`src/rtl/microwave_ctrl.sv`:
```
// Cooking sequencer between keypad/door front end and the MS_Timer datapath:
// digit loads, start/stop/door FSM, one-second tick prescaler and completion beep.
module microwave_ctrl #(
   parameter int unsigned TICK_DIV    = 50_000_000,
   parameter int unsigned BEEP_CYCLES = 100_000_000,
   parameter int unsigned MAX_DIGITS  = 3
) (
   input  logic       clock,
   input  logic       clrn,
   input  logic       key_valid,
   input  logic [3:0] key_code,
   input  logic       start,
   input  logic       stop,
   input  logic       door_closed,
   input  logic       timer_zero,
   output logic       load_n,
   output logic [3:0] data,
   output logic       timer_clr_n,
   output logic       timer_en,
   output logic       mag_on,
   output logic       beep,
   output logic [2:0] state
);

   typedef enum logic [2:0] {
      S_IDLE  = 3'd0,
      S_ENTRY = 3'd1,
      S_COOK  = 3'd2,
      S_PAUSE = 3'd3,
      S_DONE  = 3'd4
   } state_e;

   localparam int unsigned PW = (TICK_DIV > 1) ? $clog2(TICK_DIV) : 1;
   localparam int unsigned BW = (BEEP_CYCLES > 0) ? $clog2(BEEP_CYCLES + 1) : 1;
   localparam int unsigned DW = (MAX_DIGITS > 0) ? $clog2(MAX_DIGITS + 1) : 1;

   localparam logic [PW-1:0] PRESC_LAST = PW'(TICK_DIV - 1);
   localparam logic [BW-1:0] BEEP_LAST  = BW'(BEEP_CYCLES - 1);
   localparam logic [DW-1:0] DIGIT_MAX  = DW'(MAX_DIGITS);

   state_e          state_q, state_d;
   logic [PW-1:0]   presc_q, presc_d;
   logic [BW-1:0]   beep_cnt_q, beep_cnt_d;
   logic [DW-1:0]   digits_q, digits_d;
   logic            load_n_q, load_n_d;
   logic [3:0]      data_q, data_d;
   logic            clr_n_q, clr_n_d;
   logic            en_q, en_d;
   logic            mag_q, mag_d;
   logic            beep_q, beep_d;

   logic            key_ok;
   logic            load_go;
   logic            cook_stay;
   logic            clear_req;

   assign key_ok    = key_valid && (key_code <= 4'd9) && (digits_q < DIGIT_MAX);
   assign cook_stay = (state_q == S_COOK) && (state_d == S_COOK);
   // A digit is only taken when the FSM settles in ENTRY, so stop/start win over keys.
   assign load_go   = ((state_q == S_IDLE) || (state_q == S_ENTRY)) &&
                      (state_d == S_ENTRY) && key_ok;
   assign clear_req = (stop && ((state_q == S_IDLE) || (state_q == S_ENTRY) ||
                                (state_q == S_PAUSE))) ||
                      ((state_q == S_COOK) && (state_d == S_DONE));

   // State and output registers.
   always_ff @(posedge clock or negedge clrn) begin
      if (!clrn) begin
         state_q    <= S_IDLE;
         presc_q    <= '0;
         beep_cnt_q <= '0;
         digits_q   <= '0;
         load_n_q   <= 1'b1;
         data_q     <= 4'd0;
         clr_n_q    <= 1'b0;
         en_q       <= 1'b0;
         mag_q      <= 1'b0;
         beep_q     <= 1'b0;
      end else begin
         // NOTE: non-blocking assignments so every register samples pre-edge values.
         state_q    <= state_d;
         presc_q    <= presc_d;
         beep_cnt_q <= beep_cnt_d;
         digits_q   <= digits_d;
         load_n_q   <= load_n_d;
         data_q     <= data_d;
         clr_n_q    <= clr_n_d;
         en_q       <= en_d;
         mag_q      <= mag_d;
         beep_q     <= beep_d;
      end
   end

   // Next-state logic.
   always_comb begin
      // NOTE: default assignment first so no path leaves state_d unassigned (no latch).
      state_d = state_q;
      unique case (state_q)
         S_IDLE: begin
            if (!stop && key_ok) state_d = S_ENTRY;
         end
         S_ENTRY: begin
            if (stop)                                        state_d = S_IDLE;
            else if (start && door_closed && !timer_zero)    state_d = S_COOK;
         end
         S_COOK: begin
            if (timer_zero)                  state_d = S_DONE;
            else if (stop || !door_closed)   state_d = S_PAUSE;
         end
         S_PAUSE: begin
            if (stop)                        state_d = S_IDLE;
            else if (start && door_closed)   state_d = S_COOK;
         end
         S_DONE: begin
            if (stop || key_valid || !door_closed || (beep_cnt_q == BEEP_LAST))
               state_d = S_IDLE;
         end
         default: state_d = S_IDLE;
      endcase
   end

   // Registered-output and datapath next values.
   always_comb begin
      load_n_d   = ~load_go;
      data_d     = load_go ? key_code : data_q;
      clr_n_d    = ~clear_req;
      mag_d      = (state_d == S_COOK);
      beep_d     = (state_d == S_DONE);
      en_d       = cook_stay && (presc_q == PRESC_LAST);

      digits_d = digits_q;
      if (state_d == S_IDLE)  digits_d = '0;
      else if (load_go)       digits_d = digits_q + 1'b1;

      // Prescaler restarts on a fresh cook and only advances while cooking continues,
      // so a pause keeps the tick phase.
      presc_d = presc_q;
      if ((state_q == S_ENTRY) && (state_d == S_COOK))
         presc_d = '0;
      else if (cook_stay)
         presc_d = (presc_q == PRESC_LAST) ? '0 : presc_q + 1'b1;

      beep_cnt_d = '0;
      if ((state_q == S_DONE) && (state_d == S_DONE))
         beep_cnt_d = beep_cnt_q + 1'b1;
   end

   assign state       = state_q;
   assign load_n      = load_n_q;
   assign data        = data_q;
   assign timer_clr_n = clr_n_q;
   assign timer_en    = en_q;
   assign mag_on      = mag_q;
   assign beep        = beep_q;

endmodule
```
`config.mk`:
```
export PLATFORM = sky130hd
export DESIGN_NAME = microwave_ctrl
export DESIGN_NICKNAME = d
export VERILOG_FILES = /design/src/rtl/microwave_ctrl.sv
export SDC_FILE = /design/constraint.sdc
export NUM_CORES = 1
export LEC_CHECK = 0
export BUFFER_PORTS_ARGS = -buffer_cell sky130_fd_sc_hd__buf_2
export CORE_ASPECT_RATIO = 1.2
export CORE_MARGIN = 8
export CORE_UTILIZATION = 40
export CTS_CLUSTER_SIZE = 8
export DETAILED_ROUTE_END_ITERATION = 8
export PLACE_DENSITY = 0.63
export SLEW_MARGIN = 20
export SYNTH_ARGS = -nofsm -noshare
export SYNTH_HDL_FRONTEND = slang
export SYNTH_SLANG_ARGS = --single-unit
```
`constraint.sdc`:
```
create_clock -name clock -period 1.8 [get_ports clock]
set_input_delay 0.18 -clock clock [delete_from_list [all_inputs] [get_ports clock]]
set_output_delay 0.18 -clock clock [all_outputs]
set_load 0.03 [all_outputs]
```
Yosys cells after proc, flatten, opt, wreduce, memory -nomap -nowiden

Index checks and enable logic that the tools add are counted.
Widths: inputs -> output; s select.

Bits of input ports: 11
Output and inout port bits: 12
Register bits: 67
Logic and storage cells: 68

Bitwise gates (word level): 2
Eq/ne operators: 9
Mux-type cells: 15
Reductions and logical operators: 27
Add/sub/neg operators: 3
Order comparisons: 2

Operators with widths:

| kind                  | count |
|---|---|
| $mux 26               | 3 |
| $add 27x1->27 const B | 1 |
| $eq 27x27->1 const B  | 1 |
| $mux 27               | 1 |
| $add 26x1->26 const B | 1 |
| $eq 26x26->1 const B  | 1 |
| $mux 3                | 8 |
| $pmux 3 s5            | 1 |
| $logic_and 1x1->1     | 13 |
| $eq 3x2->1 const B    | 3 |
| $logic_or 1x1->1      | 7 |
| $eq 3x1->1 const B    | 2 |
| $eq 3x3->1 const B    | 2 |
| $logic_not 3->1       | 2 |
| $le 4x4->1 const B    | 1 |
| $mux 2                | 2 |
| $reduce_bool 2->1     | 2 |
| $logic_not 1->1       | 3 |
| $add 2x1->2 const B   | 1 |
| $lt 2x2->1 const B    | 1 |
| $not 1->1             | 2 |

Logic depth before layout (Yosys ltp)

Depth in word-level cells: 11
Gate-level depth with buffers: 8
Depth with buffers taken out: 7

Least setup slack after synthesis

OpenSTA, ideal clock, no wires.

Path type: register to register
From: register state_q[1], in the netlist state[1]
To: register presc_q[14]
Slack: -345 ps
Clock period less this slack: 2145 ps
Data required time: 1727 ps
Data arrival time: 2072 ps
Stages on the path, launching flop included: 7
Path buffers: 1
Setup time: 73 ps
Cells stage by stage: dfrtp_1 buf_6 or4b_4 nor4_4 nand4_2 or3_1 a21oi_2

Longest elaborated chain between the ends: 6
Elaborated cells between the ends (all ways): 19
Classes of those cells: eq/ne (5); mux (10); reduce/logical (4)

RTL lines:

| item                                                | RTL line      | RTL |
|---|---|---|
| from (decl)                                         | 41            | `state_e state_q, state_d;` |
| from (signal assigned)                              | 81            | `state_q <= state_d;` |
| $mux 3 (on tied branches)                           | 112, 104, 108 |  |
| $mux 3 (on tied branches)                           | 111, 103, 107 |  |
| $pmux 3 s5                                          | 98            | `unique case (state_q)` |
| $eq 3x2->1                                          | 58, 138       |  |
| $logic_and 1x1->1 (on tied branches)                | 138, 58       |  |
| $mux 26 / $reduce_bool 2->1 (equally long branches) | -             |  |
| to (signal assigned)                                | 82            | `presc_q <= presc_d;` |
| to (decl)                                           | 42            | `logic [PW-1:0] presc_q, presc_d;` |

Several ways; a longest one is shown, not always the timed one.
A chain may end at the register's enable or synchronous reset.

Worst setup path in the final report

From: register state_q[2], in the netlist state[2]
To: register presc_q[7]

The elaborated chain is that of the path after synthesis.

==> flow_summary.yaml <==
run_status:
  outcome: "complete, but fails checks"
  violations: "setup timing"
die:
  start_util: 0.413
  die_y_um: 119
  die-area_um2: 12100
  rows: 37
  chipWidth_um: 102
  io_pins: 23
  coreArea_um2: 8560
clock_tree:
  cts-root-buf: "clkbuf_8"
  htreeDepth: 3
  path_clk_slew_ns: 0.07
  cts_tree: "yes"
  clkSinkCount: 67
  cts_buffer_depth: 2
  cts_made_buffers: 9
  clock_latency_ns: 0.35
timing:
  hold_violations: 0
  maxSlewViolCount: 0
  tightest_slew_ns: 0.465
  clock.fmax_ghz: 0.521
  period_minus_slack_ns: 1.92
  fin_crit_sh: 1.07
  layout_setup_ws_ns: -0.119
  finalSetupViolations: 22
  clock_skew_ns: 0.0110
  rsz0062_at_grt: "yes"
  fin_hold_ws_ns: 0.0554
  slew_headroom: 0.690
worst_hold_path:
  hp-start: "key_code[0]"
  hold_end: "data[0]$_DFFE_PN0P_"
  hold_path.class: "input port to flip-flop"
  hold_depth: 2
synth:
  synth_fa_ha_area_frac: 0.0106
  syn_area_um2: 3540
  synth_area_leaders: "dfrtp_1, xnor2_1, nor2_1, nand3_1, nand2_1"
  synth_top_family_by_area: "simple AND/OR/NAND/NOR gates"
  synthFlopType: "dfrtp_1"
  yosysTopAreaCellShare: 0.467
  synth.largest_area_cell: "dfrtp_1"
  synth-seq-cells: 67
  yosysWarnings: 0
  synthesis.nets: 386
  muxShareOfSynthArea: 0.0184
  seq_area_frac_synth: 0.475
  yosysUniqueCellTypes: 52
  ys_async_sr_fraction: 1.00
  synth_edf_count: 0
  synth_xor_area_frac: 0.0619
  synth_compound_area_frac: 0.104
  avgSynthCellArea_um2: 9.51
  synth_simple_gate_area_share: 0.302
  netlist_instances: 372
pwr:
  p_leak_nw: 2.07
  swShare: 0.265
  peakVddDrop_mv: 0.497
  p_clk_frac: 0.370
  p_per_area_nw_per_um2: 655
  combPwrFrac: 0.129
  intPower_mw: 2.34
  p_switching_mw: 0.844
  pwr-share-seq: 0.501
global_routing:
  grt_start_max_net_pins: 50
  grt_pass1_wl_um: 14800
  grt_util_all_layers: 0.152
  antenna_found_initial: 0
  grt_overflow_total: 0
  first_global_vias: 3336
layout:
  antenna_cells: 0
  seq_area_um2: 1680
  multi_input_area_um2: 1970
  final_cells: 605
  nets: 497
  layout-drive-gt1-share: 0.381
  fillers: 742
  area_growth_pct: 37.7
  final_common_cell: "buf_4"
  final_cell_mix: "buf_4, dfrtp_1, nor2_1, nand2_1, nand3_1"
flow_run:
  drv_cap: 0
worst_setup_path:
  r2r_start: "state[2]$_DFF_PN0_"
  crit_arrival_ns: 2.19
  cp-end-kind: "flip-flop"
  path_max_fanout: 24
  reg2reg_to: "presc_q[7]$_DFFE_PN0P_"
  path_buf_inv: 1
  crit_family: "simple AND/OR/NAND/NOR gates"
  path_class: "flip-flop to flip-flop"
  max_stage_delay_ns: 0.51
  path_cells: "nor4b_4 -> nand4_2 -> buf_12 -> or4_1 -> a21oi_1"
  required_ns: 2.07
  ff2ff_path_depth: 5
  crit_slowest_cell: "or4_1"
  regToRegSetupSlack_ns: -0.12
  cp-start-kind: "flip-flop"
routing:
  wire_per_inst_um: 14.3
  vias: 3188
  wl_um: 8680
  first_iter_violations: 84
  firstDrtPassIters: 4
  drc: 0
  viasPerCell: 5.27
  ant_nets: 0
placed_design:
  io_buffers: 22
  place_hpwl_um: 6120
  place.gp.congestion: 0.837
  dpl.cell_count: 583
[stage by stage]
| step | cell area [um^2] | worst slack (ns) | util | setup TNS, ns | power [mW] |
|---|---|---|---|---|---|
| 6_report | 4870 | -0.119 | 0.568 | -2.00 | 3.19 |
| 3_5_place_dp | 4460 | -0.119 | 0.521 | -2.14 | 2.02 |
| 3_3_place_gp | 4460 | -0.0949 | 0.521 | -1.66 | 2.01 |
| 4_1_cts | 4760 | -0.135 | 0.555 | -2.28 | 3.22 |
| 2_1_floorplan | 3590 | -0.145 | - | -1.85 | 1.82 |
| 5_1_grt | 4870 | -0.223 | 0.568 | -4.63 | 3.33 |
[layout make-up]
class                      instances  area share
multi-input combinational        283       0.405
tap                              117      0.0301
inverter                           9     0.00746
clock inverter                     2     0.00206
clock buffer                      14      0.0355
timing repair buffer             113       0.174
sequential                        67       0.346
[layer usage]
metal | track usage | vias to the layer above | wire (um)
li1 | - | 1578 | -
met1 | 0.175 | 1557 | 3930
met2 | 0.257 | 36 | 4300
met3 | 0.0437 | 17 | 261
met4 | 0.0570 | 0 | 191
met5 | 0 | - | 0
[state kept, by name (all words and copies together), names as in the netlist]
name / count
mag_on: 1
presc_q: 26
digits_q: 2
data: 4
beep_cnt_q: 27
timer_en: 1
state: 3
beep: 1
load_n: 1
timer_clr_n: 1
[repair_timing]
| item | in CTS | in global routing |
|---|---|---|
| pin swaps | 7 | 8 |
| hold buffers | 1 | 0 |
| endpoints found under the setup margin | 31 | 42 |
| hold endpoints to repair | 17 | 0 |
| resized for setup | 17 | 24 |
| buffers inserted | 5 | 0 |
[power groups by stage]
stage | Clock, mW | Combinational, mW | Sequential, mW
3_3_place_gp | 0 | 0.386 | 1.62
3_5_place_dp | 0 | 0.392 | 1.63
2_1_floorplan | 0 | 0.104 | 1.72
6_report | 1.18 | 0.410 | 1.60
5_1_grt | 1.28 | 0.445 | 1.61
4_1_cts | 1.22 | 0.402 | 1.60
[how the worst max path moves through the flow]
stage | from | to | cells past startpoint
2_1_floorplan | presc_q[18]$_DFFE_PN0P_ | presc_q[17]$_DFFE_PN0P_ | 6
3_3_place_gp | state[2]$_DFF_PN0_ | presc_q[14]$_DFFE_PN0P_ | 5
3_5_place_dp | state[2]$_DFF_PN0_ | presc_q[14]$_DFFE_PN0P_ | 5
4_1_cts | state[2]$_DFF_PN0_ | presc_q[14]$_DFFE_PN0P_ | 5
5_1_grt | presc_q[18]$_DFFE_PN0P_ | presc_q[25]$_DFFE_PN0P_ | 6
6_report | state[2]$_DFF_PN0_ | presc_q[7]$_DFFE_PN0P_ | 5
[synth_stat cells (2+ instances only)]
master / count
a21oi_1: 22
a21oi_2: 2
and3_1: 8
and4b_1: 2
buf_2: 6
clkbuf_1: 5
dfrtp_1: 66
ha_1: 3
inv_1: 9
mux2_2: 4
mux2i_1: 2
nand2_1: 32
nand2b_1: 3
nand3_1: 25
nand4_1: 12
nand4_2: 3
nor2_1: 40
nor2b_1: 2
nor3_1: 13
nor3b_1: 3
nor4_1: 9
nor4_2: 2
o21ai_0: 14
o21ai_2: 3
o31ai_1: 9
o41ai_1: 2
or2_2: 3
or3_1: 13
or4_1: 8
or4b_1: 2
xnor2_1: 18
xor2_1: 7
[kinds of logic after synthesis]
kind of cell,after synthesis
compound gates,59
xor+xnor,25
buf+inv,22
flops,67
mux,6
fa+ha+maj,3
simple gates,190
No activity file was read; power rests on OpenSTA's default activity.
